File: src/rtl/pixel_group_writer.sv
// pixel_group_writer: serializes 8-pixel groups into raster-ordered framebuffer writes
module pixel_group_writer #(
    parameter int H_PIXELS = 256,
    parameter int V_PIXELS = 240,
    parameter int ADDR_W   = 16
) (
    input  logic              clk,
    input  logic              rst,
    input  logic              frame_start,
    input  logic [63:0]       group_in,
    input  logic              group_valid,
    output logic              group_ready,
    input  logic              sprite_0_hit,
    output logic              fb_we,
    output logic [ADDR_W-1:0] fb_addr,
    output logic [7:0]        fb_data,
    input  logic              fb_wait,
    output logic              sprite_0_hit_flag,
    output logic              frame_done,
    output logic              busy
);
    localparam int XW = $clog2(H_PIXELS);
    localparam int YW = $clog2(V_PIXELS);
    typedef enum logic {IDLE, SHIFT} state_t;
    state_t          state_q;
    logic [2:0]      lane_q;
    logic [XW-1:0]   x_q;
    logic [YW-1:0]   y_q;
    logic [63:0]     shift_q;
    logic            flag_q;
    logic            done_q;
    logic            commit;
    logic            accept;
    logic            eol;
    logic            eof;
    // handshake and raster-wrap decode; a new group may load on the lane-0 commit
    always_comb begin
        commit      = (state_q == SHIFT) && !fb_wait;
        group_ready = !rst && !frame_start && ((state_q == IDLE) || (commit && lane_q == 3'd0));
        accept      = group_valid && group_ready;
        eol         = x_q == XW'(H_PIXELS - 1);
        eof         = eol && (y_q == YW'(V_PIXELS - 1));
    end
    assign fb_we             = state_q == SHIFT;
    assign busy              = state_q == SHIFT;
    assign fb_data           = shift_q[{lane_q, 3'b000} +: 8];
    assign fb_addr           = ADDR_W'(y_q) * ADDR_W'(H_PIXELS) + ADDR_W'(x_q);
    assign sprite_0_hit_flag = flag_q;
    assign frame_done        = done_q;
    // serializer FSM: lane 7 (leftmost pixel) first, raster advances on every commit
    always_ff @(posedge clk) begin
        if (rst) begin
            state_q <= IDLE;
            lane_q  <= 3'd7;
            x_q     <= '0;
            y_q     <= '0;
            shift_q <= '0;
            flag_q  <= 1'b0;
            done_q  <= 1'b0;
        end else if (frame_start) begin
            state_q <= IDLE;
            lane_q  <= 3'd7;
            x_q     <= '0;
            y_q     <= '0;
            flag_q  <= 1'b0;
            done_q  <= 1'b0;
        end else begin
            done_q <= commit && eof;
            if (commit) begin
                lane_q <= lane_q - 3'd1;
                x_q    <= eol ? '0 : x_q + 1'b1;
                y_q    <= eof ? '0 : (eol ? y_q + 1'b1 : y_q);
                if (lane_q == 3'd0)
                    state_q <= IDLE;
            end
            if (accept) begin
                shift_q <= group_in;
                lane_q  <= 3'd7;
                state_q <= SHIFT;
                flag_q  <= flag_q | sprite_0_hit;
            end
        end
    end
endmodule

File: config.mk
export PLATFORM = sky130hd
export DESIGN_NAME = pixel_group_writer
export DESIGN_NICKNAME = d
export VERILOG_FILES = /design/src/rtl/pixel_group_writer.sv
export SDC_FILE = /design/constraint.sdc
export NUM_CORES = 1
export LEC_CHECK = 0
export ABC_AREA = 1
export CORE_MARGIN = 3
export CORE_UTILIZATION = 50
export DETAILED_ROUTE_END_ITERATION = 6
export PLACE_DENSITY_LB_ADDON = 0.15
export SETUP_SLACK_MARGIN = 0.15
export SYNTH_ARGS = -nofsm -noshare
export SYNTH_HDL_FRONTEND = slang
export SYNTH_SLANG_ARGS = --single-unit
File: constraint.sdc
create_clock -name clk -period 2.3 [get_ports clk]
set_input_delay 0.345 -clock clk [delete_from_list [all_inputs] [get_ports clk]]
set_output_delay 0.345 -clock clk [all_outputs]
set_load 0.1 [all_outputs]
# Yosys cells after proc, flatten, opt, wreduce, memory -nomap -nowiden
# Cells that the tools add are included.
totals:
  in_bits: 70
  out_inout_bits: 29
  ff_bits: 86
classes:
  bitwise: 3
  muxes: 6
  reduce_logical: 20
  addsub: 4
  n_eq_ne: 2
  shift: 1
op_table:
  columns: ["cell", "n"]
  rows:
  - ["$shiftx 64x7->8", 1]
  - ["$mux 8", 3]
  - ["$add 16x8->16", 1]
  - ["$add 8x1->8 const B", 2]
  - ["$eq 8x8->1 const B", 2]
  - ["$logic_and 1x1->1", 7]
  - ["$reduce_and 2->1", 3]
  - ["$reduce_bool 2->1", 3]
  - ["$logic_not 1->1", 3]
  - ["$logic_not 3->1", 1]
  - ["$mux 1", 3]
  - ["$reduce_or 3->1", 1]
  - ["$sub 3x1->3 const B", 1]
  - ["$not 1->1", 2]
  - ["$reduce_or 2->1", 1]
  - ["$logic_or 1x1->1", 1]
  - ["$or 1x1->1", 1]

# Depth between registers and ports, before layout
logic_depth:
  depth_word: 8
  mapped_depth: 12
  mapped_depth_nobuf: 9

# Worst setup path before layout
# No wires, ideal clock.
synth_timing:
  kind: "reg-to-output"
  startpoint: "register lane_q[0]"
  endpoint: "output group_ready"
  path_slack_ps: -577
  n_path_buf: 2
  path_stages_with_launch: 9
  t_arrival_ps: 2532
  path_cell_list: "dfxtp_1 > clkbuf_1 > inv_2 > clkbuf_1 > ha_1 > nand2_2 > o21ai_4 > inv_1 > nor2_1"
synth_between:
  elab_chain_cells: 4
synth_lines:
  columns: ["item", "line", "text"]
  rows:
  - ["from (decl)", "26", "logic [2:0] lane_q;"]
  - ["from (signal assigned)", "70", "lane_q <= lane_q - 3'd1;"]
  - ["$logic_not 3->1", "39", "group_ready = !rst && !frame_start && ((state_q == IDLE) || (commit && lane_q == 3'd0));"]
  - ["$logic_and 1x1->1", "39", null]
  - ["$logic_or 1x1->1", "39", null]
  - ["$logic_and 1x1->1", "39", null]
  - ["to (decl)", "12", "output logic group_ready,"]
# Every way passes these cells.

# Final worst setup path
layout_timing:
  startpoint: "register lane_q[1]"
  endpoint: "output fb_data[0]"
layout_between:
  elab_chain_cells: 1
layout_lines:
  columns: ["item", "line", "text"]
  rows:
  - ["$shiftx 64x7->8", "46", "assign fb_data = shift_q[{lane_q, 3'b000} +: 8];"]
  - ["to (decl)", "16", "output logic [7:0] fb_data,"]
# Every way passes these cells.

==> flow_summary.yaml <==
outcome:
  status: "completed"
logic_synthesis:
  syn_inst: 652
  avgSynthCellArea_sq_um: 6.42
  synth_area_sq_um: 4190
  ys_seq_area_share_pct: 41.1
  synth.distinct_cells: 32
  ys_ff_latch: 86
  synth_warnings: 0
  syn_nets: 726
placed_design:
  io_buffers: 98
  gp_congestion: 0.871
  hpwl_microns: 7280
setup_path:
  cpPeakStageDelay_ps: 340
  critPathCaptureType: "output port"
  reg2reg_from: "lane_q[1]$_SDFFE_PP1P_"
  crit_buf_inv: 3
  cp_top_family: "buffers and inverters"
  crit_arrival_ps: 1680
  cp_slowest_cell: "dfxtp_1"
  crit_type: "register to output port"
  worstPathRequired_ps: 1960
  path_cells: "clkinv_1 > buf_4 > a21oi_1 > o21ai_0 > nand2_1 > o21a_1 > buf_12"
  worstSetupStartpoint: "lane_q[1]$_SDFFE_PP1P_"
  worstSetupStartpointType: "register"
  worst-path-max-fanout: 10
timing:
  tightest_slew_ps: 516
  tns_ps: 0
  setup_viol: 0
  min_period_ps: 2030
  fin_crit_sh_pct: 88.1
  finalHoldViolCount: 0
  maxSlewViolCount: 0
  fmax_mhz: 493
  max-slew-margin-rel_pct: 65.3
  grt_setup_unrepaired: "yes"
  hold_ws_ps: 475
  fin_skew_ps: 10.6
floorplan:
  design.die.area_sq_um: 9510
  floorplan.initialDensity_pct: 52.8
  pin_count: 99
  core_area_sq_um: 7930
  rows: 32
  die_w_microns: 97.5
  die_y_microns: 97.5
drt:
  drtPass1Iterations: 4
  drcViolationCount: 0
  dr_total_vias: 4062
  avgViaCountPerCell: 4.80
  routedWlPerCell_microns: 12.0
  drt_iter0_drc: 193
  drt_wl_total_microns: 10200
  ant_nets: 0
cells_and_area:
  num_antenna_cells: 0
  area_growth_syn_to_layout_pct: 31.5
  final_nets: 813
  layout_common_cells: "166 x nand2_1, 151 x nor2_1, 83 x dfxtp_1, 81 x inv_1, 69 x clkdlybuf4s50_1"
  drive_above_1_share_pct: 9.68
  layout_commonest_cell: "nand2_1"
min_path:
  hp-class: "register to register"
  min_from: "sprite_0_hit_flag$_SDFFE_PP0P_"
clock_network:
  clock_latency_ps: 360
  cts_tree: "yes"
  cts-root-buf: "clkbuf_8"
  path_clk_slew_ps: 80
  cts_buffers: 9
  cts_hold_buf: 0
  cts.sinks: 86
  clock_path_buffers: 2
  htreeDepth: 3
global_routing:
  antenna_found_initial: 0
  grtUsageMet2_pct: 35.6
  top_usage_layer: "met2"
  grt_pass1_wl_microns: 16900
  grt_usage_pct: 21.4
  grt_pass1_vias: 3633
  grt-ovfl-total: 0
  grtUsageMet1_pct: 27.2
  grt_use_met3_pct: 5.67
  grt_max_degree: 78
power_and_ir_drop:
  combinationalPowerShare_pct: 14.9
  netSwitchingFraction_pct: 25.9
  powerDensity_nw_per_um2: 571
  intPower_mw: 2.33
  seqPwrFrac_pct: 49.9
  leakagePower_nw: 2.66
  power_frac_clock_pct: 35.2
  p_switching_uw: 813
  irDropWorstVdd_uv: 449
job:
  maxCapViolCount: 0
==> per-stage QoR <==
stage          cell area [sq um]  util (%)  std cells  total power, mW  setup WS (ps)
3_5_place_dp                5280      66.5        829             2.07            356
4_1_cts                     5490      69.2        845             3.18            151
3_3_place_gp                5280      66.5        829             2.06            436
6_report                    5510      69.4        846             3.14            273
2_1_floorplan               4200         -        652             1.86            165
5_1_grt                     5510      69.4        846             3.27            147
==> cell usage after synthesis <==
cell type	number	area, sq um
nor2_1	152	571
o211ai_1	1	7.51
a21oi_1	44	220
inv_1	81	304
buf_2	11	55.1
o21ai_1	2	10.0
nor3_1	2	10.0
or2_2	1	6.26
o21ai_0	34	170
clkbuf_1	14	52.6
a211oi_1	2	15.0
buf_1	1	3.75
clkinv_1	1	3.75
nor2_4	1	11.3
dfxtp_1	86	1720
buf_4	1	7.51
inv_2	4	15.0
xnor2_1	1	8.76
xor2_1	2	17.5
nand2_2	2	12.5
nor4_1	1	6.26
ha_1	4	50.1
o21ai_4	1	16.3
nor3b_1	1	7.51
nand4_1	2	12.5
nand3_1	15	75.1
nand3_2	2	20.0
nor2_2	1	6.26
buf_6	7	78.8
o21a_1	8	60.1
nand2_1	166	623
o21bai_1	1	7.51
==> kinds of logic (layout without fill, tap and decap cells) <==
logic type | after synthesis | after routing | share of synthesized area (%)
XOR/XNOR | 3 | 3 | 0.628
AND/OR/NAND/NOR | 346 | 346 | 32.5
buffers and inverters | 120 | 212 | 12.4
AO/OA/AOI/OAI | 93 | 93 | 12.1
adder cells (fa/ha/maj) | 4 | 4 | 1.20
flip-flops | 86 | 86 | 41.1
==> final timing paths <==
kind / to / slack, ps / cells after the start
worst min-delay path: sprite_0_hit_flag$_SDFFE_PP0P_ / 470 / 2
worst max register to register: shift_q[54]$_SDFFE_PP0P_ / 500 / 11
worst min register to register: sprite_0_hit_flag$_SDFFE_PP0P_ / 470 / 2
worst max-delay path: fb_data[0] / 270 / 7
==> state kept, by name, indices dropped and copies added (netlist names) <==
| register | count |
|---|---|
| x_q | 8 |
| frame_done | 1 |
| sprite_0_hit_flag | 1 |
| y_q | 8 |
| shift_q | 64 |
| lane_q | 3 |
| busy | 1 |
==> worst register-to-register path, cell delays in order, from the launching register on <==
cell      delay, ps
dfxtp_1         340
clkinv_1         80
buf_4           170
ha_1            190
nand2_2          90
o21ai_4          70
buf_4           160
nand3_4          80
buf_12          290
nand2_1         120
nand2_1          70
nor2_1           40
==> power by group through the flow <==
| stage | Clock, mW | Sequential [mW] | Combinational (mW) |
|---|---|---|---|
| after global placement | 0 | 1.60 | 0.461 |
| after floorplan | 0 | 1.60 | 0.257 |
| after global routing | 1.18 | 1.57 | 0.516 |
| after CTS | 1.14 | 1.57 | 0.470 |
| after detailed placement | 0 | 1.60 | 0.467 |
| final | 1.10 | 1.57 | 0.468 |
==> what timing repair did <==
action	in CTS	in global routing
resized for setup	1	8
pin swaps	0	1
buffers inserted	0	1
endpoints found under the setup margin	2	9
==> layer usage <==
layer  share of wire [%]  vias to the layer above
li1                    -                     2150
met4                 1.4                        0
met3                 5.7                       11
met5                   0                        -
met1                  44                     1819
met2                  49                       82
==> area by class of cell <==
type	instances	area (sq um)
sequential	86	1730
multi-input combinational	446	1960
clock buffer	12	155
tap	102	128
fill	720	2420
timing repair buffer	110	1150
inverter	86	328
clock inverter	4	55.1
Power figures use the tool's default switching activity.
